==> config.mk <==
export PLATFORM = sky130hd
export DESIGN_NAME = audio_i2s_tx_flat
export DESIGN_NICKNAME = d
export VERILOG_FILES = /design/src/rtl/audio_i2s_tx_if.sv /design/src/rtl/audio_i2s_tx.sv /design/src/flat_wrapper.sv
export SDC_FILE = /design/constraint.sdc
export NUM_CORES = 1
export LEC_CHECK = 0
export ABC_CLOCK_PERIOD_IN_PS = 2300
export CORE_ASPECT_RATIO = 0.5
export CORE_UTILIZATION = 30
export CTS_CLUSTER_DIAMETER = 200
export DETAILED_ROUTE_END_ITERATION = 6
export PLACE_DENSITY = 0.47
export SYNTH_ARGS = -nofsm -noshare
export SYNTH_HDL_FRONTEND = slang
export SYNTH_SLANG_ARGS = --single-unit
==> constraint.sdc <==
create_clock -name clk -period 2.3 [get_ports clk]
set_input_delay 0.575 -clock clk [delete_from_list [all_inputs] [get_ports clk]]
set_output_delay 0.575 -clock clk [all_outputs]
set_load 0.02 [all_outputs]
==> src/rtl/audio_i2s_tx_if.sv <==
// Sample-pair handoff from the mixer into the I2S output stage.
interface audio_i2s_tx_if #(
    parameter int IN_BITS = 12
);
    logic                      s_valid;
    logic signed [IN_BITS-1:0] s_left;
    logic signed [IN_BITS-1:0] s_right;

    modport master (output s_valid, s_left, s_right);
    modport slave  (input  s_valid, s_left, s_right);
endinterface

==> src/rtl/audio_i2s_tx.sv <==
// I2S / left-justified serializer with BCLK/LRCLK generation and per-frame strobe.
// A captured pair goes out at the next frame load; no backpressure, late/early samples raise underrun/overflow.
module audio_i2s_tx #(
    parameter int IN_BITS   = 12,
    parameter int SLOT_BITS = 32,
    parameter int BCLK_DIV  = 4,
    parameter int FORMAT    = 0
) (
    input  logic                 clk,
    input  logic                 rst,
    input  logic                 en,
    audio_i2s_tx_if.slave        smp,
    input  logic                 clr_flags,
    output logic                 frame_strobe,
    output logic                 i2s_bclk,
    output logic                 i2s_lrclk,
    output logic                 i2s_sdata,
    output logic                 overflow,
    output logic                 underrun
);
    localparam int FRAME_BITS = 2 * SLOT_BITS;
    localparam int CNT_W      = $clog2(FRAME_BITS);
    localparam int DIV_W      = (BCLK_DIV > 1) ? $clog2(BCLK_DIV) : 1;
    localparam int PAD        = SLOT_BITS - IN_BITS;

    logic [DIV_W-1:0]      div_cnt;
    logic [CNT_W-1:0]      bit_cnt;
    logic [CNT_W-1:0]      k;
    logic [FRAME_BITS-1:0] shift;
    logic [FRAME_BITS-1:0] frame_word;
    logic [SLOT_BITS-1:0]  slot_l;
    logic [SLOT_BITS-1:0]  slot_r;
    logic [IN_BITS-1:0]    hold_l;
    logic [IN_BITS-1:0]    hold_r;
    logic                  pending;
    logic                  div_term;
    logic                  fall;
    logic                  load;
    logic                  lr_next;
    logic                  sdata_next;

    // Samples sit verbatim at the top of each slot; pad bits stay zero.
    assign slot_l     = SLOT_BITS'(hold_l) << PAD;
    assign slot_r     = SLOT_BITS'(hold_r) << PAD;
    assign frame_word = {slot_l, slot_r};

    assign div_term = (div_cnt == DIV_W'(BCLK_DIV - 1));
    assign fall     = div_term && i2s_bclk;
    assign load     = fall && (k == '0);

    always_comb begin
        k = (bit_cnt == CNT_W'(FRAME_BITS - 1)) ? '0 : bit_cnt + 1'b1;
        if (FORMAT == 1)
            lr_next = (k >= CNT_W'(SLOT_BITS));
        else
            // I2S: word select flips one BCLK ahead of the slot's MSB.
            lr_next = (k >= CNT_W'(SLOT_BITS - 1)) && (k != CNT_W'(FRAME_BITS - 1));
        if (k == '0)
            sdata_next = frame_word[FRAME_BITS-1];
        else
            sdata_next = shift[CNT_W'(FRAME_BITS - 1) - k];
    end

    always_ff @(posedge clk) begin
        if (rst || !en) begin
            div_cnt      <= '0;
            i2s_bclk     <= 1'b0;
            i2s_lrclk    <= 1'b0;
            i2s_sdata    <= 1'b0;
            frame_strobe <= 1'b0;
            bit_cnt      <= CNT_W'(FRAME_BITS - 1);
            shift        <= '0;
        end else begin
            frame_strobe <= 1'b0;
            if (div_term) begin
                div_cnt  <= '0;
                i2s_bclk <= ~i2s_bclk;
            end else begin
                div_cnt <= div_cnt + 1'b1;
            end
            if (fall) begin
                bit_cnt      <= k;
                i2s_lrclk    <= lr_next;
                i2s_sdata    <= sdata_next;
                frame_strobe <= load;
                if (load)
                    shift <= frame_word;
            end
        end
    end

    // Holding registers and flags survive en=0; only rst clears them.
    always_ff @(posedge clk) begin
        if (rst) begin
            hold_l   <= '0;
            hold_r   <= '0;
            pending  <= 1'b0;
            overflow <= 1'b0;
            underrun <= 1'b0;
        end else if (!en) begin
            pending <= 1'b0;
        end else begin
            if (smp.s_valid) begin
                hold_l  <= smp.s_left;
                hold_r  <= smp.s_right;
                pending <= 1'b1;
            end else if (load) begin
                pending <= 1'b0;
            end
            if (smp.s_valid && pending && !load)
                overflow <= 1'b1;
            else if (clr_flags)
                overflow <= 1'b0;
            if (load && !pending)
                underrun <= 1'b1;
            else if (clr_flags)
                underrun <= 1'b0;
        end
    end
endmodule

==> src/flat_wrapper.sv <==
// flat-port wrapper written by rule: the top's interface ports become plain ports
module audio_i2s_tx_flat 
#(
    parameter int IN_BITS   = 12,
    parameter int SLOT_BITS = 32,
    parameter int BCLK_DIV  = 4,
    parameter int FORMAT    = 0
)
  (clk, rst, en, clr_flags, frame_strobe, i2s_bclk, i2s_lrclk, i2s_sdata, overflow, underrun, smp_s_valid, smp_s_left, smp_s_right);
  audio_i2s_tx_if #(.IN_BITS(IN_BITS)) smp_i ();
  input  logic clk;
  input  logic rst;
  input  logic en;
  input  logic clr_flags;
  output logic frame_strobe;
  output logic i2s_bclk;
  output logic i2s_lrclk;
  output logic i2s_sdata;
  output logic overflow;
  output logic underrun;
  input wire logic [$bits(smp_i.s_valid)-1:0] smp_s_valid;
  input wire logic [$bits(smp_i.s_left)-1:0] smp_s_left;
  input wire logic [$bits(smp_i.s_right)-1:0] smp_s_right;
  assign smp_i.s_valid = smp_s_valid;
  assign smp_i.s_left = smp_s_left;
  assign smp_i.s_right = smp_s_right;
  audio_i2s_tx #(.IN_BITS(IN_BITS), .SLOT_BITS(SLOT_BITS), .BCLK_DIV(BCLK_DIV), .FORMAT(FORMAT)) u_core (.clk(clk), .rst(rst), .en(en), .smp(smp_i), .clr_flags(clr_flags), .frame_strobe(frame_strobe), .i2s_bclk(i2s_bclk), .i2s_lrclk(i2s_lrclk), .i2s_sdata(i2s_sdata), .overflow(overflow), .underrun(underrun));
endmodule
# ---- Yosys cells after proc, flatten, opt, wreduce, memory -nomap -nowiden
# Cells that the tools add are included.
# W data, S select, Z words.
dict set report classes {
  bitwise 3
  add_sub_neg 3
  n_lt_le_gt_ge 2
  n_eq_ne 3
  n_reduce_logical 21
  muxes 9
}
# cell count
set op_table {}
lappend op_table {{$reduce_and A2 Y1} 4}
lappend op_table {{$lt A6 B7 Y1 const B} 1}
lappend op_table {{$mux W1} 7}
lappend op_table {{$add A6 B1 Y6 const B} 1}
lappend op_table {{$bmux W1 S6} 1}
lappend op_table {{$eq A6 B6 Y1 const B} 1}
lappend op_table {{$ge A6 B5 Y1 const B} 1}
lappend op_table {{$logic_and A1 B1 Y1} 6}
lappend op_table {{$logic_not A6 Y1} 1}
lappend op_table {{$mux W6} 1}
lappend op_table {{$ne A6 B6 Y1 const B} 1}
lappend op_table {{$reduce_bool A2 Y1} 3}
lappend op_table {{$reduce_or A2 Y1} 3}
lappend op_table {{$sub A6 B6 Y6 const A} 1}
lappend op_table {{$logic_not A1 Y1} 3}
lappend op_table {{$not A1 Y1} 3}
lappend op_table {{$add A2 B1 Y2 const B} 1}
lappend op_table {{$eq A2 B2 Y1 const B} 1}
lappend op_table {{$logic_or A1 B1 Y1} 1}
dict set report word_totals {
  out_inout_bits 6
  register_bits 63
  wordCells 53
  in_bits 29
}

# ---- Logic depth before layout (Yosys ltp)
# Gate-level depths: netlist of run 1.
dict set report depth {
  ltp_word 8
  depth_mapped 9
  mapped_depth_nobuf 8
}

# ---- Worst setup path after synthesis of run 1
# No wires, ideal clock.
dict set report synth_path {
  kind {register to register}
  from {register u_core.bit_cnt[1]}
  to {register u_core.i2s_sdata}
  n_path_buf 0
  setup_ns 0.132
  arrival_time_ns 2.077
  required_ns 2.168
  stages_incl_launch_ff 8
  slack_ns 0.090
  period_less_slack_ns 2.210
  cell_sequence {dfxtp_1 ha_1 nand3_1 o21ai_2 mux4_2 mux2_2 o221ai_1 a21oi_1}
}
dict set report synth_between {
  elab_chain_cells 6
  elab_cells_between_ends 8
  cone_classes {2 x add/sub; 1 x eq/ne; 4 x mux; 1 x reduce/logical}
}
# item line
set synth_rtl {}
lappend synth_rtl {{from (decl)} audio_i2s_tx.sv:27} ;# logic [CNT_W-1:0] bit_cnt;
lappend synth_rtl {{from (signal assigned)} audio_i2s_tx.sv:71} ;# bit_cnt <= CNT_W'(FRAME_BITS - 1);
lappend synth_rtl {{from (signal assigned)} audio_i2s_tx.sv:82} ;# bit_cnt <= k;
lappend synth_rtl {{$add A6 B1 Y6 / $eq A6 B6 Y1 (equally long branches)} audio_i2s_tx.sv:52} ;# k = (bit_cnt == CNT_W'(FRAME_BITS - 1)) ? '0 : bit_cnt + 1'b1;
lappend synth_rtl {{$mux W6 *} audio_i2s_tx.sv:52}
lappend synth_rtl {{$sub A6 B6 Y6} audio_i2s_tx.sv:61} ;# sdata_next = shift[CNT_W'(FRAME_BITS - 1) - k];
lappend synth_rtl {{$bmux W1 S6} audio_i2s_tx.sv:61}
lappend synth_rtl {{$mux W1 (not written as such)} audio_i2s_tx.sv:61}
lappend synth_rtl {{$mux W1 *} audio_i2s_tx.sv:58} ;# if (k == '0)
lappend synth_rtl {{to (signal assigned)} audio_i2s_tx.sv:84} ;# i2s_sdata <= sdata_next;
lappend synth_rtl {{to (decl)} audio_i2s_tx.sv:17} ;# output logic i2s_sdata,
# Mark *: on every way between the ends. The rest lies on a longest branch, timed or not. The select of a mux whose other input is x is not followed.
# A chain may end at the register's enable or synchronous reset.

# ---- Final worst setup path of run 1
dict set report layout_path {
  from {register u_core.bit_cnt[0]}
  to {register u_core.underrun}
}
dict set report layout_between {
  elab_chain_cells 7
  elab_cells_between_ends 9
  cone_classes {1 x add/sub; 1 x eq/ne; 2 x mux; 5 x reduce/logical}
}
# item line
set layout_rtl {}
lappend layout_rtl {{$add A6 B1 Y6 / $eq A6 B6 Y1 (equally long branches)} audio_i2s_tx.sv:52}
lappend layout_rtl {{$mux W6 *} audio_i2s_tx.sv:52}
lappend layout_rtl {{$logic_not A6 Y1 *} audio_i2s_tx.sv:49} ;# assign load = fall && (k == '0);
lappend layout_rtl {{$logic_and A1 B1 Y1 *} audio_i2s_tx.sv:49}
lappend layout_rtl {{$logic_and A1 B1 Y1 *} audio_i2s_tx.sv:114} ;# if (load && !pending)
lappend layout_rtl {{$reduce_bool A2 Y1 (no source line)} n/a}
lappend layout_rtl {{$reduce_and A2 Y1 (no source line)} n/a}
lappend layout_rtl {{to (signal assigned)} audio_i2s_tx.sv:99} ;# underrun <= 1'b0;
lappend layout_rtl {{to (signal assigned)} audio_i2s_tx.sv:115} ;# underrun <= 1'b1;
lappend layout_rtl {{to (signal assigned)} audio_i2s_tx.sv:117} ;# underrun <= 1'b0;
lappend layout_rtl {{to (decl)} audio_i2s_tx.sv:19} ;# output logic underrun
# Mark *: on every way between the ends. The rest lies on a longest branch, timed or not.

==> key figures, run 1 <==
CTS
  – H-tree depth: 3
  – Total CTS buffers: 9
  – Post-CTS Setup Inserts: 0
  – # resized after CTS: 0
  – Hold buffer count at cts: 0
  – Root Driver: clkbuf_16
  – Skew-Pair Late Insertion Delay: 0.33 ns
  – Clock Sinks: 63
  – Worst-path clk slew: 0.05 ns
  – CTS tree: done
  – Clk buf depth: 2

Worst setup path
  – Crit path kind: flop to flop
  – Startpoint type of the worst setup path: flop
  – Critical path cell sequence: ha_1, and3_1, nor3_1, a31oi_1, or4b_4, or3b_1, a21oi_1
  – RR Startpoint: u_core.bit_cnt[0]
  – CP Buf/Inv Count: 0
  – Type of destination of the critical path: flop
  – Required time of the worst setup path: 2.55 ns
  – Critical path's largest stage delay: 0.56 ns
  – CP top delay family: simple AND/OR/NAND/NOR gates
  – Critical path data arrival time: 2.44 ns
  – Setup crit start: u_core.bit_cnt[0]
  – CP Max Fanout: 4
  – Slowest stage cell, crit path: or4b_4

Floorplan
  – Die X: 138 um
  – Chip height: 70.0 um
  – Core area: 0.00883 mm^2
  – # rows: 24
  – # IOs: 35
  – Initial Util: 31.4%
  – Die area: 0.00966 mm^2

Finish
  – P&R area growth vs syn: 32.6%
  – Layout cells sized above 1: 13.6%
  – ANT cells: 0
  – Final Util: 41.7%
  – Final net count: 390

Synthesis
  – Number of enable flip-flop cells after synthesis: 0
  – Top post-synthesis cells by area: dfxtp_1 (45%), mux2i_1 (9.4%), nand2_1 (8.9%)
  – Synth Register Bits: 63
  – Synth async-reset ratio: 0%
  – Syn nets: 345
  – Commonest cells post-synth: nand2_1 (66), dfxtp_1 (63), nor2_1 (33)
  – Most common cell in the netlist: nand2_1
  – Seq/Total Area, Yosys: 45.4%
  – Ys flop type: dfxtp_1
  – Unique masters post-synth: 45
  – Post-synthesis cell area: 0.00278 mm^2
  – Most area-hungry cell type in the Yosys netlist: dfxtp_1
  – Number of synthesis warnings: 0
  – Gate Count Post-Synth: 312
  – Syn Area/Cell: 8.89 um^2
  – Share of the synthesized area in the top cell type: 45.4%

STA
  – Least-Margin Pin Slew: 0.574 ns
  – Period utilisation layout: 95.2%
  – Final hold vios: 0
  – Worst rel slew slack: 61.5%
  – Fmax: 0.457 GHz
  – Fin Clk Skew: 0.00559 ns
  – Max Transition Viols Final: 0
  – Minimum clock period: 2.19 ns
  – Final setup viols: 0

Pwr
  – Total chip power: 2.77 mW
  – Static leakage: 1.58 nW
  – Worst IR Drop VDD: 0.365 mV
  – Power per cell area: 753 mW/mm^2

Min path
  – Worst min-delay path class: flop to flop
  – Hold Crit Start: u_core.div_cnt[0]

Global route
  – GRT overflow: 0
  – Largest net degree at the start of global routing: 29
  – Vias in the first global route: 2256
  – Initial antenna violation count: 0
  – Global-route wire length before repair: 11500 um
  – Total track usage: 15.5%

Drt
  – Vias: 2298
  – # DRC: 0
  – Final ANT Viol Nets: 0
  – DRT Pass-1 Iters: 4
  – Number of DRC markers in iteration 0: 199
  – Vias/cell: 4.82
  – Routed Wire Length: 6880 um
  – WL per Instance: 14.4 um

Placement
  – RePlAce Congestion: 0.902
  – Final HPWL DP: 5170 um
  – Buffers added on ports: 34

Outcome
  – Status: completed

Run
  – Max cap viols: 0
final cells by class:
cell class	instances	area, um^2
Timing Repair Buffer	55	514
Sequential cell	63	1260
Tap cell	117	146
Inverter	3	11.3
Fill cell	890	5150
Clock inverter	4	95.1
Multi-Input combinational cell	225	1410
Clock buffer	10	239
flip-flops by register name (all words and copies together) (netlist names):
signal / count
u_core.i2s_sdata: 1
u_core.bit_cnt: 6
u_core.i2s_bclk: 1
u_core.pending: 1
u_core.frame_strobe: 1
u_core.hold_r: 12
u_core.div_cnt: 2
u_core.underrun: 1
u_core.overflow: 1
u_core.shift: 24
u_core.hold_l: 12
u_core.i2s_lrclk: 1
worst reg2reg max path, cell delays in order, from the launching register on:
cell and delay (ns):
dfxtp_1 0.32, ha_1 0.23, and3_1 0.24, nor3_1 0.14, a31oi_1 0.06, or4b_4 0.56
or3b_1 0.40, a21oi_1 0.16
worst paths after layout:
kind	to	slack (ns)	cells past startpoint
worst max register to register	u_core.underrun	0.11	7
worst min-delay path	u_core.div_cnt[0]	0.42	1
worst min register to register	u_core.div_cnt[0]	0.42	1
worst max-delay path	u_core.underrun	0.11	7
where the power goes:
| group | leakage, nW | switching (mW) | internal [mW] |
|---|---|---|---|
| Clock | 0.164 | 0.449 | 1.07 |
| Sequential | 0.510 | 0.0119 | 1.12 |
| Combinational | 0.910 | 0.0563 | 0.0663 |
| Total | 1.58 | 0.517 | 2.25 |
logic make-up after synthesis:
family | share of synthesized area [%]
buffers and inverters | 4.37
adders and majority gates | 1.80
and+or+nand+nor | 19.8
AOI/OAI and AO/OA | 12.0
DFF | 45.4
xor gates and xnor gates | 1.89
muxes | 14.7
per-layer routing:
layer  GRT usage [%]  share of wire [%]  vias to the layer above
li1                -                  -                     1168
met1            21.5                 52                     1072
met2            22.3                 43                       50
met3            4.53                3.7                        8
met4            6.11                1.3                        0
met5               0                  0                        -
layout by cell type (no fill, tap or decap), drive strengths merged, types with 2 or more instances in the layout:
cell and n:
o211ai 4, nand2 66, ha 4, a211oi 2, buf 21, and2 2
o21ai 4, dfxtp 63, nor2b 3, mux2i 26, a31oi 2, nor2 33
clkdlybuf4s50 34, clkbuf 10, inv 3, nand3 3, mux4 5, a21oi 32
mux2 3, nor3 7, bufinv 3, xnor2 4, and3b 3, xor2 2
or2 2
through the flow:
step	setup WS, ns	area [um^2]	cells	hold slack (ns)	setup TNS, ns
2_1_floorplan	0.0903	2780	312	0.404	0
3_3_place_gp	0.0945	3320	463	0.413	0
3_5_place_dp	0.0224	3320	463	0.417	0
4_1_cts	0.00360	3660	477	0.428	0
5_1_grt	-0.00665	3680	477	0.463	-0.00665
6_report	0.110	3680	477	0.421	0
Power figures use the tool's default switching activity.
==> run 2, diff against run 1 <==
--- a/config.mk
+++ b/config.mk
@@ -10,7 +10,9 @@
 export CORE_UTILIZATION = 30
 export CTS_CLUSTER_DIAMETER = 200
 export DETAILED_ROUTE_END_ITERATION = 6
+export GPL_ROUTABILITY_DRIVEN = 0
 export PLACE_DENSITY = 0.47
+export RECOVER_POWER = 50
 export SYNTH_ARGS = -nofsm -noshare
 export SYNTH_HDL_FRONTEND = slang
 export SYNTH_SLANG_ARGS = --single-unit
==> key figures, run 2 (synthesis gave the netlist of run 1 again) <==
Finish
  – Layout cells sized above 1: 15.0% (was 13.6%)
  – Multi-input gate area: 0.00144 mm^2 (was 0.00141 mm^2)
  – Largest Register: u_core.shift (unchanged)
  – Most frequent cells in the layout: nand2_1 (66), dfxtp_1 (63), nor2_1 (33) (was nand2_1 (66), dfxtp_1 (62), clkdlybuf4s50_1 (34))
  – Final Cell Area: 0.00372 mm^2 (was 0.00368 mm^2)
  – Fillers: 868 (was 890)
  – Final net count: 395 (was 390)
  – P&R area growth vs syn: 33.9% (was 32.6%)
  – Non-filler cells, final: 483 (was 477)
  – Largest register FFs: 24 (unchanged)
  – Storage cell area: 0.00126 mm^2 (about the same)
  – Final Util: 42.1% (was 41.7%)
  – Biggest registers after layout: u_core.shift (24), u_core.hold_l (12), u_core.hold_r (12) (unchanged)
  – ANT cells: 0 (unchanged)
  – Most common cell after layout, fill and taps aside: nand2_1 (unchanged)

STA
  – Max Transition Viols Final: 0 (unchanged)
  – Period utilisation layout: 97.4% (was 95.2%)
  – Fin Clk Skew: 0.00465 ns (was 0.00559 ns)
  – Final hold vios: 0 (unchanged)
  – Fmax: 0.447 GHz (was 0.457 GHz)
  – TNS Setup: 0 ns (unchanged)
  – Worst rel slew slack: 38.5% (was 61.5%)
  – Minimum clock period: 2.24 ns (was 2.19 ns)
  – Least-Margin Pin Slew: 0.923 ns (was 0.574 ns)
  – Final setup viols: 0 (unchanged)

Pwr
  – Sw power: 0.526 mW (was 0.517 mW)
  – Static leakage: 1.58 nW (about the same)
  – Internal power: 2.15 mW (was 2.25 mW)
  – Clock Power Share: 53.4% (was 54.9%)
  – Logic pwr share: 4.5% (was 4.4%)
  – Seq pwr share: 42.1% (was 40.7%)
  – Sw Share: 19.6% (was 18.7%)
  – Power per cell area: 720 mW/mm^2 (was 753 mW/mm^2)
  – Worst IR Drop VDD: 0.359 mV (was 0.365 mV)

Drt
  – # DRC: 0 (unchanged)
  – WL per Instance: 14.3 um (was 14.4 um)
  – DRT Pass-1 Iters: 4 (unchanged)
  – Final ANT Viol Nets: 0 (unchanged)
  – Routed Wire Length: 6900 um (was 6880 um)
  – Vias: 2273 (was 2298)
  – Number of DRC markers in iteration 0: 137 (was 199)
  – Vias/cell: 4.71 (was 4.82)

Min path
  – Hold EP: u_core.div_cnt[0] (unchanged)
  – Hold Path Depth: 1 (unchanged)
  – Worst min-delay path class: flop to flop (unchanged)
  – Hold Crit Start: u_core.div_cnt[0] (unchanged)

Run
  – Max cap viols: 0 (unchanged)

CTS
  – H-tree depth: 3 (unchanged)
  – Worst-path clk slew: 0.05 ns (about the same)
  – Hold buffer count at cts: 0 (unchanged)
  – Root Driver: clkbuf_16 (unchanged)
  – Total CTS buffers: 9 (unchanged)
  – Clock Sinks: 63 (unchanged)
  – CTS tree: done (unchanged)
  – Skew-Pair Late Insertion Delay: 0.33 ns (about the same)
  – Clk buf depth: 2 (unchanged)

Global route
  – Global-route wire length before repair: 11300 um (was 11500 um)
  – Largest net degree at the start of global routing: 29 (unchanged)
  – Initial antenna violation count: 0 (unchanged)
  – Vias in the first global route: 2157 (was 2256)
  – GRT overflow: 0 (unchanged)
  – Total track usage: 15.3% (was 15.5%)

Placement
  – Final HPWL DP: 5070 um (was 5170 um)
  – Cell Area, Placed: 0.00332 mm^2 (unchanged)
  – Placed Cells: 463 (unchanged)
  – Buffers added on ports: 34 (unchanged)

Outcome
  – Status: completed (unchanged)

Worst setup path
  – FF-to-FF path depth: 8 (was 7)
  – Crit path kind: flop to flop (unchanged)
  – Worst R2R Setup Slack: 0.06 ns (was 0.11 ns)
  – Type of destination of the critical path: flop (unchanged)
  – CP Max Fanout: 12 (was 4)
  – RR Startpoint: u_core.bit_cnt[0] (unchanged)
  – Required time of the worst setup path: 2.56 ns (was 2.55 ns)
  – Startpoint type of the worst setup path: flop (unchanged)
  – Worst reg2reg endpoint: u_core.underrun (unchanged)
  – Critical path data arrival time: 2.50 ns (was 2.44 ns)

Floorplan
  – # IOs: 35 (unchanged)
  – Initial Util: 31.4% (unchanged)
  – Die X: 138 um (unchanged)
  – Core area: 0.00883 mm^2 (unchanged)
  – Chip height: 70.0 um (unchanged)
  – # rows: 24 (unchanged)
  – Die area: 0.00966 mm^2 (unchanged)
[run 2: how the worst max path moves through the flow]
stage | start | endpoint | slack (ns) | depth (start not counted)
2_1_floorplan | u_core.bit_cnt[1] | u_core.i2s_sdata | 0.09 | 7
6_report | u_core.bit_cnt[0] | u_core.underrun | 0.06 | 8
5_1_grt | u_core.bit_cnt[0] | u_core.overflow | -0.03 | 9
3_5_place_dp | u_core.bit_cnt[0] | u_core.i2s_sdata | 0.0004 | 10
3_3_place_gp | u_core.bit_cnt[0] | u_core.i2s_sdata | 0.09 | 10
4_1_cts | u_core.bit_cnt[0] | u_core.i2s_sdata | 0.02 | 10
[run 2: through the flow]
stage / total power [mW] / hold slack (ns) / worst slack [ns]
floorplan: 1.20 / 0.404 / 0.0903
global placement: 1.27 / 0.413 / 0.0871
global route: 2.78 / 0.435 / -0.0299
CTS: 2.71 / 0.431 / 0.0207
detailed placement: 1.27 / 0.420 / 0.000413
finish: 2.68 / 0.427 / 0.0604
[run 2: worst max-delay path, stage by stage (launching register included)]
cell and delay, ns:
dfxtp_1 0.37, buf_6 0.16, buf_4 0.12, a22oi_1 0.07
a21oi_1 0.17, a31oi_2 0.14, or4b_4 0.59, or3b_1 0.40
a21oi_1 0.15
[run 2: routing by layer]
layer | routed length [um] | track usage [%] | vias up
met4 | 93 | 5.86 | 0
met5 | 0 | 0 | -
li1 | - | - | 1173
met3 | 319 | 5.56 | 8
met1 | 3580 | 21.4 | 1054
met2 | 2910 | 21.3 | 38
[run 2: what timing repair did]
item | CTS | global route
buffers inserted | 0 | 5
pin swaps | 0 | 1
resized for setup | 1 | 8
endpoints found under the setup margin | 1 | 3
hold endpoints to repair | 0 | 0
[run 2: power by group through the flow]
stage                     Clock [mW]  Sequential, mW  Combinational, mW
after floorplan                    0            1.15             0.0530
after global routing            1.51            1.13              0.133
after global placement             0            1.15              0.121
after detailed placement           0            1.15              0.124
final                           1.43            1.13              0.120
after CTS                       1.46            1.13              0.125
[run 2: layout make-up]
cell class | count | area share (%)
Clock buffer | 12 | 6.63
Clock inverter | 3 | 1.82
Inverter | 3 | 0.303
Multi-Input combinational cell | 225 | 38.7
Sequential cell | 63 | 33.9
Tap cell | 117 | 3.94
Timing Repair Buffer | 60 | 14.6
==> run 3, diff against run 2 <==
--- a/config.mk
+++ b/config.mk
@@ -11,8 +11,10 @@
 export CTS_CLUSTER_DIAMETER = 200
 export DETAILED_ROUTE_END_ITERATION = 6
 export GPL_ROUTABILITY_DRIVEN = 0
+export GPL_TIMING_DRIVEN = 0
 export PLACE_DENSITY = 0.47
 export RECOVER_POWER = 50
+export SKIP_CTS_REPAIR_TIMING = 1
 export SYNTH_ARGS = -nofsm -noshare
 export SYNTH_HDL_FRONTEND = slang
 export SYNTH_SLANG_ARGS = --single-unit
==> key figures, run 3 (synthesis gave the netlist of run 1 again) <==
Worst setup path
  – Type of destination of the critical path: flop (unchanged)
  – Required time of the worst setup path: 2.49 ns (was 2.56 ns)
  – Crit path kind: flop to flop (unchanged)
  – Critical path data arrival time: 2.44 ns (was 2.50 ns)
  – Startpoint type of the worst setup path: flop (unchanged)
  – CP Max Fanout: 10 (was 12)

Drt
  – WL per Instance: 14.7 um (was 14.3 um)
  – Final ANT Viol Nets: 0 (unchanged)
  – DRT Pass-1 Iters: 4 (unchanged)
  – Routed Wire Length: 7000 um (was 6900 um)
  – # DRC: 0 (unchanged)
  – Vias: 2299 (was 2273)
  – Number of DRC markers in iteration 0: 152 (was 137)
  – Vias/cell: 4.82 (was 4.71)

STA
  – Fmax: 0.445 GHz (was 0.447 GHz)
  – Period utilisation layout: 97.7% (was 97.4%)
  – Final setup viols: 0 (unchanged)
  – Slack of the critical path: 0.0536 ns (was 0.0604 ns)
  – Fin Clk Skew: 0.00267 ns (was 0.00465 ns)
  – Worst rel slew slack: 61.7% (was 38.5%)
  – Unrepaired setup endpoints after global routing: true
  – Worst hold slack: 0.431 ns (was 0.427 ns)
  – Minimum clock period: 2.25 ns (was 2.24 ns)
  – Final hold vios: 0 (unchanged)
  – Least-Margin Pin Slew: 0.573 ns (was 0.923 ns)
  – Max Transition Viols Final: 0 (unchanged)

Floorplan
  – Chip height: 70.0 um (unchanged)
  – Die X: 138 um (unchanged)
  – # IOs: 35 (unchanged)
  – Die area: 0.00966 mm^2 (unchanged)
  – # rows: 24 (unchanged)
  – Core area: 0.00883 mm^2 (unchanged)
  – Initial Util: 31.4% (unchanged)

Outcome
  – Status: completed (unchanged)

CTS
  – Clock Sinks: 63 (unchanged)
  – CTS tree: done (unchanged)
  – Skew-Pair Late Insertion Delay: 0.32 ns (was 0.33 ns)
  – Worst-path clk slew: 0.05 ns (about the same)
  – H-tree depth: 3 (unchanged)
  – Root Driver: clkbuf_16 (unchanged)
  – Total CTS buffers: 9 (unchanged)
  – Clk buf depth: 2 (unchanged)

Pwr
  – Worst IR Drop VDD: 0.389 mV (was 0.359 mV)
  – Power per cell area: 695 mW/mm^2 (was 720 mW/mm^2)
  – Sw Share: 20.1% (was 19.6%)
  – Internal power: 2.01 mW (was 2.15 mW)
  – Logic pwr share: 4.8% (was 4.5%)
  – Total chip power: 2.52 mW (was 2.68 mW)
  – Seq pwr share: 44.6% (was 42.1%)
  – Static leakage: 1.53 nW (was 1.58 nW)
  – Sw power: 0.507 mW (was 0.526 mW)
  – Clock Power Share: 50.6% (was 53.4%)

Finish
  – Largest Register: u_core.shift (unchanged)
  – Final net count: 392 (was 395)
  – Layout cells sized above 1: 12.8% (was 15.0%)
  – Biggest registers after layout: u_core.shift (24), u_core.hold_l (12), u_core.hold_r (12) (unchanged)
  – P&R area growth vs syn: 30.8% (was 33.9%)
  – Most common cell after layout, fill and taps aside: nand2_1 (unchanged)
  – Final Util: 41.1% (was 42.1%)
  – Fillers: 881 (was 868)
  – Most frequent cells in the layout: nand2_1 (66), dfxtp_1 (59), nor2_1 (33), clkdlybuf4s50_1 (33), a21oi_1 (32) (was nand2_1 (66), dfxtp_1 (63), nor2_1 (33))
  – ANT cells: 0 (unchanged)
  – Largest register FFs: 24 (unchanged)

Run
  – Max cap viols: 0 (unchanged)

Placement
  – Final HPWL DP: 5040 um (was 5070 um)
  – Place WS: -0.506 ns (was 0.000413 ns)
  – Buffers added on ports: 33 (was 34)

Global route
  – Vias in the first global route: 2221 (was 2157)
  – GRT overflow: 0 (unchanged)
  – Largest net degree at the start of global routing: 11 (was 29)
  – Total track usage: 15.1% (was 15.3%)
  – Initial antenna violation count: 0 (unchanged)
  – Global-route wire length before repair: 11200 um (was 11300 um)

Min path
  – Worst min-delay path class: flop to flop (unchanged)
-- run 3: power groups by stage --
stage / logic [mW] / clock network (mW) / registers [mW]
after floorplan: 0.0530 / 0 / 1.15
after global placement: 0.120 / 0 / 1.15
after detailed placement: 0.121 / 0 / 1.15
after CTS: 0.121 / 1.31 / 1.13
after global routing: 0.134 / 1.36 / 1.13
final: 0.120 / 1.28 / 1.13
-- run 3: worst max-delay path, cell delays in order, from the launching register on --
cell and delay [ns]:
dfxtp_4 0.39, inv_1 0.10, ha_2 0.50, mux4_2 0.37, or2_2 0.30, o211a_1 0.15
o221ai_2 0.20, a21oi_1 0.09
-- run 3: layout make-up --
class / count / area (um^2) / share of cell area (%)
Inverter: 3 / 11.3 / 0.310
Clock inverter: 2 / 35.0 / 0.965
Clock buffer: 10 / 239 / 6.58
Tap cell: 117 / 146 / 4.03
Sequential cell: 63 / 1270 / 35.0
Timing Repair Buffer: 37 / 360 / 9.92
Multi-Input combinational cell: 225 / 1450 / 39.8
Buffer: 20 / 121 / 3.34
-- run 3: final timing paths --
path | from | end | slack (ns) | cells after the start
worst max-delay path | u_core.bit_cnt[0] | u_core.i2s_sdata | 0.05 | 7
worst min-delay path | u_core.div_cnt[0] | u_core.div_cnt[0] | 0.43 | 1
worst max register to register | u_core.bit_cnt[0] | u_core.i2s_sdata | 0.05 | 7
worst min register to register | u_core.div_cnt[0] | u_core.div_cnt[0] | 0.43 | 1
-- run 3: routing by layer --
layer	vias up	GRT usage (%)	wire length, um
met2	39	23.8	3240
met4	0	5.98	76
li1	1168	-	-
met3	9	4.73	302
met1	1083	19.2	3380
met5	-	0	0
-- run 3: through the flow --
| step | TNS [ns] | std cells | area (um^2) |
|---|---|---|---|
| CTS | -3.73 | 474 | 3530 |
| floorplan | 0 | 312 | 2780 |
| global route | -0.0393 | 477 | 3630 |
| detailed placement | -3.33 | 462 | 3250 |
| global placement | -2.44 | 462 | 3250 |
| finish | 0 | 477 | 3630 |
